File: config.mk
export PLATFORM = sky130hd
export DESIGN_NAME = shiftout_serializer
export DESIGN_NICKNAME = d
export VERILOG_FILES = /design/src/rtl/shiftout_serializer.sv
export SDC_FILE = /design/constraint.sdc
export NUM_CORES = 1
export LEC_CHECK = 0
export ABC_AREA = 1
export CAP_MARGIN = 15
export CORE_MARGIN = 2
export CORE_UTILIZATION = 57
export CTS_CLUSTER_DIAMETER = 150
export DETAILED_ROUTE_END_ITERATION = 8
export DONT_BUFFER_PORTS = 1
export PLACE_DENSITY = 0.73
export SYNTH_ARGS = -nofsm -noshare
export SYNTH_HDL_FRONTEND = slang
export SYNTH_SLANG_ARGS = --single-unit
File: constraint.sdc
create_clock -name clk_in -period 1.8 [get_ports clk_in]
set_input_delay 0.36 -clock clk_in [delete_from_list [all_inputs] [get_ports clk_in]]
set_output_delay 0.36 -clock clk_in [all_outputs]
set_load 0.03 [all_outputs]
File: src/rtl/shiftout_serializer.sv
// -----------------------------------------------------------------------------
// shiftout_serializer
//
// Serial shifter for 74HC595-style shift-register chains. A start pulse in IDLE
// captures a DATA_WIDTH-bit word. The word is shifted out on data_out, framed by
// clk_out, either MSB- or LSB-first. Each clk_out half-period lasts CLK_DIV
// clk_in cycles. After the last bit, latch_out rises to transfer the word into
// the storage registers, and done_out pulses for one cycle.
//
// Parameters
//   DATA_WIDTH : bits per transfer (>= 1; 8 x number of cascaded '595s)
//   CLK_DIV    : clk_in cycles per half-period of clk_out (>= 1)
//   MSB_FIRST  : 1 = data_in[DATA_WIDTH-1] first, 0 = data_in[0] first
//
// Ports
//   clk_in    in   system clock, all logic on its rising edge
//   reset_in  in   asynchronous active-high reset
//   start_in  in   start request, only honoured in IDLE
//   data_in   in   word to send, captured on the accepting edge
//   clk_out   out  shift clock to the register chain
//   data_out  out  serial data, stable across every clk_out rising edge
//   latch_out out  storage latch; low while shifting, its rising edge latches
//   busy_out  out  high from accept until completion
//   done_out  out  one-cycle completion pulse
// -----------------------------------------------------------------------------
module shiftout_serializer #(
  parameter int DATA_WIDTH = 16,
  parameter int CLK_DIV    = 1,
  parameter bit MSB_FIRST  = 1'b1
) (
  input  logic                  clk_in,
  input  logic                  reset_in,
  input  logic                  start_in,
  input  logic [DATA_WIDTH-1:0] data_in,
  output logic                  clk_out,
  output logic                  data_out,
  output logic                  latch_out,
  output logic                  busy_out,
  output logic                  done_out
);

  // A CLK_DIV of 1 would give a zero-width divider; keep at least one bit.
  localparam int DIV_W = (CLK_DIV > 1) ? $clog2(CLK_DIV) : 1;
  // Wide enough to hold DATA_WIDTH itself (bits already clocked).
  localparam int CNT_W = $clog2(DATA_WIDTH + 1);

  localparam logic [DIV_W-1:0] DIV_LAST = DIV_W'(CLK_DIV - 1);
  localparam logic [CNT_W-1:0] BIT_LAST = CNT_W'(DATA_WIDTH - 1);

  typedef enum logic [1:0] {
    IDLE,
    SHIFT_LO,
    SHIFT_HI
  } state_t;

  state_t                state, state_next;
  logic [DIV_W-1:0]      div_cnt, div_next;
  logic [CNT_W-1:0]      bit_cnt, bit_next;
  logic [DATA_WIDTH-1:0] shreg, shreg_next;
  logic                  clk_next, data_next, latch_next, busy_next, done_next;

  // Bit that is presented first from a word in the current orientation.
  function automatic logic first_bit(input logic [DATA_WIDTH-1:0] w);
    return MSB_FIRST ? w[DATA_WIDTH-1] : w[0];
  endfunction

  // Discard the bit just sent so the next one sits at the output end.
  function automatic logic [DATA_WIDTH-1:0] advance(input logic [DATA_WIDTH-1:0] w);
    return MSB_FIRST ? (w << 1) : (w >> 1);
  endfunction

  // ---------------------------------------------------------------------------
  // State register. All outputs are registered so the pins are glitch-free and
  // their reset values appear as soon as reset_in rises.
  // ---------------------------------------------------------------------------
  always_ff @(posedge clk_in or posedge reset_in) begin
    if (reset_in) begin
      state     <= IDLE;
      div_cnt   <= '0;
      bit_cnt   <= '0;
      shreg     <= '0;
      clk_out   <= 1'b0;
      data_out  <= 1'b0;
      latch_out <= 1'b1;
      busy_out  <= 1'b0;
      done_out  <= 1'b0;
    end else begin
      // NOTE: non-blocking assignments give every register its pre-edge view
      // of the others, so the ordering of these lines is irrelevant.
      state     <= state_next;
      div_cnt   <= div_next;
      bit_cnt   <= bit_next;
      shreg     <= shreg_next;
      clk_out   <= clk_next;
      data_out  <= data_next;
      latch_out <= latch_next;
      busy_out  <= busy_next;
      done_out  <= done_next;
    end
  end

  // ---------------------------------------------------------------------------
  // Next-state and next-output logic.
  // ---------------------------------------------------------------------------
  always_comb begin
    // NOTE: every signal gets a hold/default value first. A path that forgets
    // to assign a signal therefore keeps its value instead of inferring a latch.
    state_next = state;
    div_next   = div_cnt;
    bit_next   = bit_cnt;
    shreg_next = shreg;
    clk_next   = clk_out;
    data_next  = data_out;
    latch_next = latch_out;
    busy_next  = busy_out;
    done_next  = 1'b0;   // done is a single-cycle pulse

    unique case (state)
      IDLE: begin
        clk_next   = 1'b0;
        data_next  = 1'b0;
        latch_next = 1'b1;
        busy_next  = 1'b0;
        div_next   = '0;
        bit_next   = '0;
        if (start_in) begin
          // Present the first bit now. It is then stable for a full CLK_DIV
          // low phase before the first clk_out rising edge.
          shreg_next = data_in;
          data_next  = first_bit(data_in);
          latch_next = 1'b0;
          busy_next  = 1'b1;
          state_next = SHIFT_LO;
        end
      end

      SHIFT_LO: begin
        if (div_cnt == DIV_LAST) begin
          clk_next   = 1'b1;
          div_next   = '0;
          state_next = SHIFT_HI;
        end else begin
          div_next = div_cnt + 1'b1;
        end
      end

      SHIFT_HI: begin
        if (div_cnt == DIV_LAST) begin
          // Falling edge of clk_out: the only point, besides accept, where
          // data_out may change. This keeps hold time symmetric with setup.
          clk_next = 1'b0;
          div_next = '0;
          bit_next = bit_cnt + 1'b1;
          if (bit_cnt == BIT_LAST) begin
            data_next  = 1'b0;
            latch_next = 1'b1;
            busy_next  = 1'b0;
            done_next  = 1'b1;
            state_next = IDLE;
          end else begin
            shreg_next = advance(shreg);
            data_next  = first_bit(advance(shreg));
            state_next = SHIFT_LO;
          end
        end else begin
          div_next = div_cnt + 1'b1;
        end
      end

      default: state_next = IDLE;
    endcase
  end

endmodule

==> impl_metrics.toml, run 1 <==
[status]
status = "complete, no violations"

[critical_path]
setup.worst_path.start = "bit_cnt[0]"
rr_worst_depth = 9
crit-reg2reg-launch = "bit_cnt[0]"
cp_slowest_cell = "dfrtp_1"
cp_cell_sequence = "ha_1 > inv_1 > nor3_1 > ha_1 > inv_1 > nand3_4 > buf_4 > nand3_1 > nand2_1"
critPathKind = "flop to flop"
cp_max_fo = 7
r2r-end = "shreg[12]"
ff2ff_setup_slack_ns = 0.12
endpoint_kind = "flop"
cpPeakStageDelay_ns = 0.44
cp-start-kind = "flop"
critPathRequiredTime_ns = 2.02
crit_arrival_ns = 1.90
crit_end = "shreg[12]"

[detailed_routing]
drt_first_iter_violations = 24
drc = 0
vias = 1091
first_pass_iters = 4
via_per_inst = 5.296
wl_um = 2643
wl_per_cell_um = 12.83
ant_nets = 0

[placement]
pre_cts_slack_ns = 0.1285
port_buffers = 0
placed_area_mm2 = 0.001394
dp_hpwl_um = 1789
gp_congestion = 0.7260

[clock_network]
clk_pin_slew_ns = 0.14
cts_root_buffer = "clkbuf_4"
h-tree-depth = 1
clock_path_buffers = 2
clk_latency_ns = 0.31
cts_sinks = 27
numCtsBuffers = 3
cts_tree = "done"

[sta]
skew_ns = 0.009101
relSlewSlack = 0.6808
fmax_mhz = 596.9
setup_slack_ns = 0.1247
period_minus_slack_ns = 1.675
hold_violations = 0
period_share = 0.9307
final-setup-viol-count = 0
final_max_slew_viol_count = 0
worst_slew_pin_slew_ns = 0.4788
hold-worst-slack_ns = 0.2063

[cells_and_area]
drive_gt1_frac = 0.09659
nets = 198
multi_input_area_um2 = 616.8
postLayoutCellArea_mm2 = 0.001465
regArea_um2 = 676.9
diodes = 0
syn_to_final_growth_pct = 2.991
layout_common_cells = "72 x nand2_1, 33 x nand3_1, 26 x dfrtp_1, 8 x inv_1, 7 x nor2_1"
layout_commonest_cell = "nand2_1"
n_fill_cell = 205

[power_and_ir_drop]
max-vdd-ir-drop_uv = 941.5
power.total_uw = 2506
power_density_mw_per_mm2 = 1710
p_leak_uw = 0.0007832

[global_route]
grt_max_degree = 28
grt.total_usage = 0.2069
antenna_found_initial = 0
grt_overflow = 0
grt_pass1_wl_um = 4360
grt_pass1_vias = 978

[floorplan]
ios = 24
rows = 18
coreArea_mm2 = 0.002410
start_util = 0.5903
die_x_um = 53.96
die_h_um = 53.96
dieArea_mm2 = 0.002912

[synth]
synth_top_family_by_area = "simple AND/OR/NAND/NOR gates"
synthAdderAreaFrac = 0.01759
muxShareOfSynthArea = 0
synth_seq_cells = 27
synth_cells = 174
synthesis.nets = 195
netlist_area_mm2 = 0.001423
yosys.area_share.simple = 0.3887
synth_cell_types = 24
syn_area_per_cell_um2 = 8.176
synthXorXnorAreaFrac = 0
yosysWarnings = 0
synth_compound_area_frac = 0.02726
synth_seq_area_share = 0.4758

[flow_run]
max_cap_violations = 0

[min_path]
hp-class = "input port to flop"
-- worst max-delay path, delay by kind of cell, from the launching register on --
family                   cells  cell delay (ns)
buffers and inverters        3             0.39
AND/OR/NAND/NOR              4             0.33
adder cells (fa/ha/maj)      2             0.42
flip-flops                   1             0.44
-- cells by family after synthesis --
| group | Yosys count |
|---|---|
| and+or+nand+nor | 119 |
| DFF | 27 |
| buffers and inverters | 19 |
| AOI/OAI and AO/OA | 7 |
| adders and majority gates | 2 |
-- registers in the layout (all words and copies together), names as in the netlist --
name,cells
busy_out,1
shreg,15
done_out,1
state,2
data_out,1
clk_out,1
latch_out,1
bit_cnt,5
-- where the power goes --
part	leakage, uW	total (uW)	switching (uW)	internal [uW]
Clock	0.0000150	252	165	86.4
Sequential	0.000342	1170	309	865
Combinational	0.000426	1080	671	409
Total	0.000783	2510	1150	1360
-- synthesized netlist by cell type --
library cell	n	area, um^2
nand2_1	72	270.3
nand3_1	33	165.2
dfrtp_1	26	650.6
inv_1	8	30.03
nor2_1	7	26.28
buf_4	4	30.03
buf_6	3	33.78
o21ai_0	3	15.01
ha_1	2	25.02
nand2_4	2	22.52
a21oi_1	1	5.000
buf_12	1	20.02
buf_2	1	5.000
dfstp_2	1	26.28
inv_2	1	3.750
inv_4	1	6.260
nand2_8	1	20.02
nand3_4	1	17.52
nand4_1	1	6.260
nor2_8	1	20.02
nor3_1	1	5.000
o21a_1	1	7.510
o21ai_1	1	5.000
o22ai_1	1	6.260
-- metrics by stage --
stage,std cells,util,TNS (ns)
after floorplan,174,-,0
after global placement,198,0.5784,0
after detailed placement,198,0.5784,0
after CTS,203,0.5935,0
after global routing,206,0.6080,-0.008460
final,206,0.6080,0
-- metal layers --
metal  track usage  routed length [um]  vias up
li1              -                   -      559
met1        0.2751                1169      501
met2        0.3415                1322       27
met3       0.03333                 125        4
met4       0.06838                  25        0
met5             0                   0        -
-- what timing repair did --
item | CTS | global route
hold endpoints to repair | 26 | 0
setup endpoints to repair | 0 | 14
gates resized for setup | 0 | 0
hold buffers | 1 | 0
buffers inserted | 0 | 3
-- cell type report --
class                           instances  share of cell area
Inverter                               10             0.02733
Sequential cell                        27              0.4620
Clock buffer                            4             0.01793
Timing Repair Buffer                    7             0.04611
Tap cell                               30             0.02562
Multi-Input combinational cell        128              0.4210
-- how the worst min path moves through the flow --
stage,startpoint,end,slack (ns),cells after the start
2_1_floorplan,reset_in,bit_cnt[0],0.41,1
3_3_place_gp,reset_in,clk_out,0.33,2
3_5_place_dp,reset_in,shreg[12],0.34,2
4_1_cts,data_in[0],shreg[0],0.20,2
5_1_grt,data_in[0],shreg[0],0.20,2
6_report,data_in[0],shreg[0],0.21,2
No activity file was read; power rests on OpenSTA's default activity.
==> run 2: changes to the inputs <==
--- a/config.mk
+++ b/config.mk
@@ -13,6 +13,8 @@
 export DETAILED_ROUTE_END_ITERATION = 8
 export DONT_BUFFER_PORTS = 1
 export PLACE_DENSITY = 0.73
+export SETUP_SLACK_MARGIN = 0.02
 export SYNTH_ARGS = -nofsm -noshare
 export SYNTH_HDL_FRONTEND = slang
 export SYNTH_SLANG_ARGS = --single-unit
+export TNS_END_PERCENT = 50
==> run 2 against run 1 <==
Wire length up 1.0%; first-iteration DRC count unchanged; global-route usage unchanged; highest routed layer unchanged; design area up 0.51%; fmax up 1.0%; clock skew down 0.0032 ns; core utilization up 0.31 points; largest cell class unchanged; critical path depth unchanged.
==> impl_metrics.toml, run 2 (synthesis gave the netlist of run 1 again) <==
[global_route]
grt_pass1_wl_um = 4360
grt_overflow = 0
antenna_found_initial = 0
grt_max_degree = 28
grt_pass1_vias = 978
grt.total_usage = 0.2069

[clock_network]
cts_tree = "done"
cts_root_buffer = "clkbuf_4"
numCtsBuffers = 3
clk_pin_slew_ns = 0.14
h-tree-depth = 1
cts_sinks = 27
clk_latency_ns = 0.31
clock_path_buffers = 2

[min_path]
min_delay_path_depth = 2
hp-class = "input port to flop"
whs_endpoint = "shreg[0]"
worstHoldStart = "data_in[0]"

[cells_and_area]
top_regs = "shreg x15, bit_cnt x5, state x2"
layout_commonest_cell = "nand2_1"
n_fill_cell = 204
postLayoutCellArea_mm2 = 0.001473
largest_reg_flops = 15
layout_common_cells = "72 x nand2_1, 33 x nand3_1, 26 x dfrtp_1, 8 x inv_1, 7 x nor2_1"
syn_to_final_growth_pct = 3.518
nets = 198
drive_gt1_frac = 0.1080
diodes = 0
largest-register = "shreg"

[detailed_routing]
drt_first_iter_violations = 24
drc = 0
wl_per_cell_um = 12.96
vias = 1085
ant_nets = 0
wl_um = 2670
first_pass_iters = 4
via_per_inst = 5.267

[floorplan]
ios = 24
die_x_um = 53.96
rows = 18
start_util = 0.5903
coreArea_mm2 = 0.002410
die_h_um = 53.96
dieArea_mm2 = 0.002912

[sta]
setup_slack_ns = 0.1421
period_share = 0.9211
final_max_slew_viol_count = 0
fmax_mhz = 603.2
setup-tns-final_ns = 0
relSlewSlack = 0.6771
period_minus_slack_ns = 1.658
final-setup-viol-count = 0
worst_slew_pin_slew_ns = 0.4843
hold_violations = 0
hold-worst-slack_ns = 0.2040
rsz0062_at_grt = "false"
skew_ns = 0.005858

[critical_path]
crit-reg2reg-launch = "bit_cnt[0]"
critPathRequiredTime_ns = 2.02
crit_arrival_ns = 1.88
path_depth = 9
rr_worst_depth = 9
endpoint_kind = "flop"
crit_family = "flip-flops"
ff2ff_setup_slack_ns = 0.14
crit_buf_inv = 3
cpPeakStageDelay_ns = 0.44
critPathKind = "flop to flop"
cp_max_fo = 7
cp_common_cell = "inv_1"
r2r-end = "shreg[12]"
cp_slowest_cell = "dfrtp_1"
cp-start-kind = "flop"
cp_cell_sequence = "ha_1 > inv_1 > nor3_2 > ha_2 > inv_1 > nand3_4 > buf_4 > nand3_1 > nand2_1"

[placement]
pre_cts_slack_ns = 0.1285
port_buffers = 0
dp_hpwl_um = 1789
gp_congestion = 0.7260
placed_area_mm2 = 0.001394

[power_and_ir_drop]
max-vdd-ir-drop_uv = 943.8
p_leak_uw = 0.0007820
power.total_uw = 2506
power_density_mw_per_mm2 = 1702

[status]
status = "complete, no violations"

[flow_run]
max_cap_violations = 0
## run 2: cell counts in the layout (fill, tap and decap cells not counted)
Identical to the previous run, type by type.
## run 2: metrics by stage
| step | utilization | instances |
|---|---|---|
| 3_5_place_dp | 0.5784 | 198 |
| 2_1_floorplan | - | 174 |
| 3_3_place_gp | 0.5784 | 198 |
| 5_1_grt | 0.6111 | 206 |
| 4_1_cts | 0.5935 | 203 |
| 6_report | 0.6111 | 206 |
## run 2: what timing repair did
item	4_1_cts	5_1_grt
endpoints found under the setup margin	0	14
hold endpoints to repair	26	0
buffers inserted	0	3
hold buffers	1	0
resized for setup	0	2
## run 2: layout make-up
type | count | area, um^2 | area share
repair buffers | 7 | 67.56 | 0.04588
flip-flops and latches | 27 | 676.9 | 0.4596
clock buffers | 4 | 26.28 | 0.01784
inverters | 10 | 40.04 | 0.02719
well taps | 30 | 37.54 | 0.02549
multi-input cells | 128 | 624.3 | 0.4240
## run 2: routing by layer
metal  wire length (um)  GRT usage  up-vias
li1                   -          -      558
met1               1214     0.2751      503
met2               1338     0.3415       20
met3                 94    0.03333        4
met4                 23    0.06838        0
met5                  0          0        -
## run 2: where the power goes
| part | switching (uW) | internal (uW) |
|---|---|---|
| Clock | 164 | 86.4 |
| Combinational | 671 | 409 |
| Sequential | 311 | 865 |
| Total | 1150 | 1360 |
## run 2: worst reg2reg max path: stages (launching register included)
cell and delay, ns:
dfrtp_1 0.44, ha_1 0.22, inv_1 0.08, nor3_2 0.04
ha_2 0.17, inv_1 0.11, nand3_4 0.16, buf_4 0.21
nand3_1 0.06, nand2_1 0.06
## run 2: how the worst max path moves through the flow
| stage | from | slack, ns | end |
|---|---|---|---|
| 6_report | bit_cnt[0] | 0.14 | shreg[12] |
| 5_1_grt | bit_cnt[0] | 0.05 | shreg[1] |
| 4_1_cts | bit_cnt[0] | 0.11 | shreg[7] |
| 3_5_place_dp | bit_cnt[0] | 0.13 | shreg[8] |
| 3_3_place_gp | bit_cnt[1] | 0.19 | shreg[11] |
| 2_1_floorplan | bit_cnt[0] | 0.27 | shreg[8] |
==> run 3: changes to the inputs <==
--- a/config.mk
+++ b/config.mk
@@ -8,11 +8,11 @@
 export ABC_AREA = 1
 export CAP_MARGIN = 15
 export CORE_MARGIN = 2
-export CORE_UTILIZATION = 57
+export CORE_UTILIZATION = 61
 export CTS_CLUSTER_DIAMETER = 150
 export DETAILED_ROUTE_END_ITERATION = 8
 export DONT_BUFFER_PORTS = 1
-export PLACE_DENSITY = 0.73
+export PLACE_DENSITY = 0.78
 export SETUP_SLACK_MARGIN = 0.02
 export SYNTH_ARGS = -nofsm -noshare
 export SYNTH_HDL_FRONTEND = slang
==> run 3 against run 2 <==
Register-to-register slack hardly changed; critical path type unchanged; die area is 6.1% lower; clock power about the same; hold slack got worse by 0.033 ns; combinational power is 6% higher; cell count grew 0.97%; clock skew rose by 0.010 ns; global-route usage up 1.2 points; count of clock-buffer cells in the layout unchanged.
==> impl_metrics.toml, run 3 (synthesis gave the netlist of run 1 again) <==
[cells_and_area]
largest_reg_flops = 15
n_fill_cell = 201
largest-register = "shreg"
layout_common_cells = "72 x nand2_1, 33 x nand3_1, 26 x dfrtp_1, 10 x buf_4, 8 x inv_1"
top_regs = "shreg x15, bit_cnt x5, state x2"
drive_gt1_frac = 0.1278
layout_commonest_cell = "nand2_1"
syn_to_final_growth_pct = 4.574
diodes = 0
fin_cells = 208
nets = 202

[power_and_ir_drop]
internal_power_uw = 1382
max-vdd-ir-drop_uv = 1080
comb_power_share = 0.449
power_density_mw_per_mm2 = 1705
power.total_uw = 2537
clock_power_share = 0.100
switching_share = 0.4553
p_leak_uw = 0.0007944
seq_power_share = 0.451
switchingPower_uw = 1155

[clock_network]
cts_sinks = 27
clk_latency_ns = 0.32
clock_path_buffers = 2
cts_tree = "done"
cts_root_buffer = "clkbuf_4"
clk_pin_slew_ns = 0.15
h-tree-depth = 1
numCtsBuffers = 3

[sta]
hold_violations = 0
rsz0062_at_grt = "false"
relSlewSlack = 0.6573
setup-tns-final_ns = 0
setup_slack_ns = 0.1343
final-setup-viol-count = 0
period_minus_slack_ns = 1.666
skew_ns = 0.01613
hold-worst-slack_ns = 0.1708
period_share = 0.9254
final_max_slew_viol_count = 0
worst_slew_pin_slew_ns = 0.5134
fmax_mhz = 600.3

[min_path]
whs_endpoint = "shreg[0]"
hp-class = "input port to flop"
min_delay_path_depth = 2
worstHoldStart = "data_in[0]"

[flow_run]
max_cap_violations = 0

[global_route]
antenna_found_initial = 0
grt_max_degree = 23
grt_overflow = 0
grt.total_usage = 0.2192
grt_pass1_vias = 1057
grt_pass1_wl_um = 4436

[detailed_routing]
drt_first_iter_violations = 28
ant_nets = 0
wl_per_cell_um = 13.38
drc = 0
via_per_inst = 5.404
first_pass_iters = 6
wl_um = 2783
vias = 1124

[critical_path]
cp_slowest_cell = "dfrtp_1"
cp-start-kind = "flop"
endpoint_kind = "flop"
cp_common_cell = "inv_1"
r2r-end = "shreg[7]"
cp_cell_sequence = "ha_1 > inv_1 > nor3_2 > ha_2 > inv_1 > nand3_4 > buf_4 > nand3_1 > nand2_1"
cpPeakStageDelay_ns = 0.44
critPathRequiredTime_ns = 2.01
critPathKind = "flop to flop"
crit-reg2reg-launch = "bit_cnt[0]"
cp_max_fo = 9
crit_arrival_ns = 1.88
setup.worst_path.start = "bit_cnt[0]"
ff2ff_setup_slack_ns = 0.13
rr_worst_depth = 9

[floorplan]
die_h_um = 52.29
start_util = 0.6431
die_x_um = 52.29
ios = 24
dieArea_mm2 = 0.002734
rows = 17
coreArea_mm2 = 0.002212

[placement]
pre_cts_slack_ns = 0.07790
port_buffers = 0
post-place-cells = 196
gp_congestion = 0.7503
dp_hpwl_um = 1854

[status]
status = "complete, no violations"
## run 3: how the worst max path moves through the flow
stage / to / cells past startpoint / slack [ns]
after floorplan: shreg[8] / 9 / 0.27
after global placement: shreg[5] / 9 / 0.19
after detailed placement: shreg[1] / 9 / 0.08
after CTS: shreg[1] / 9 / 0.06
after global routing: shreg[12] / 9 / 0.02
final: shreg[7] / 9 / 0.13
## run 3: what timing repair did
action,4_1_cts,5_1_grt
hold buffers,1,0
buffers inserted,0,7
gates resized for setup,0,2
hold endpoints to repair,12,0
setup endpoints to repair,0,15
## run 3: worst max-delay path: cells and delay by family, from the launching register on
family	cells	cell delay (ns)
adder cells (fa/ha/maj)	2	0.41
flip-flops	1	0.44
AND/OR/NAND/NOR	4	0.34
buffers and inverters	3	0.40
## run 3: final cells by class
| cell class | count | area, um^2 | share of cell area |
|---|---|---|---|
| multi-input combinational | 128 | 624.3 | 0.4197 |
| sequential | 27 | 676.9 | 0.4550 |
| clock buffer | 4 | 26.28 | 0.01766 |
| timing repair buffer | 11 | 85.08 | 0.05719 |
| inverter | 10 | 40.04 | 0.02691 |
| tap | 28 | 35.03 | 0.02355 |
## run 3: power by group through the flow
| stage | combinational [uW] | sequential (uW) | clock, uW |
|---|---|---|---|
| after floorplan | 1050 | 1070 | 0 |
| after global placement | 1010 | 1140 | 0 |
| after detailed placement | 1040 | 1150 | 0 |
| after CTS | 1040 | 1140 | 260 |
| after global routing | 1300 | 1180 | 282 |
| final | 1140 | 1140 | 254 |
## run 3: per-layer routing
metal  vias to the layer above  GRT usage  part of all wire
met1                       529     0.2688              0.43
met2                        24     0.3792              0.53
met4                         0    0.09402            0.0057
met3                         2    0.03429             0.039
met5                         -          0                 0
li1                        569          -                 -
## run 3: stage by stage
step,utilization,cell area (um^2)
floorplan,-,1423
global placement,0.6290,1391
detailed placement,0.6290,1391
CTS,0.6454,1428
global route,0.6725,1488
finish,0.6725,1488
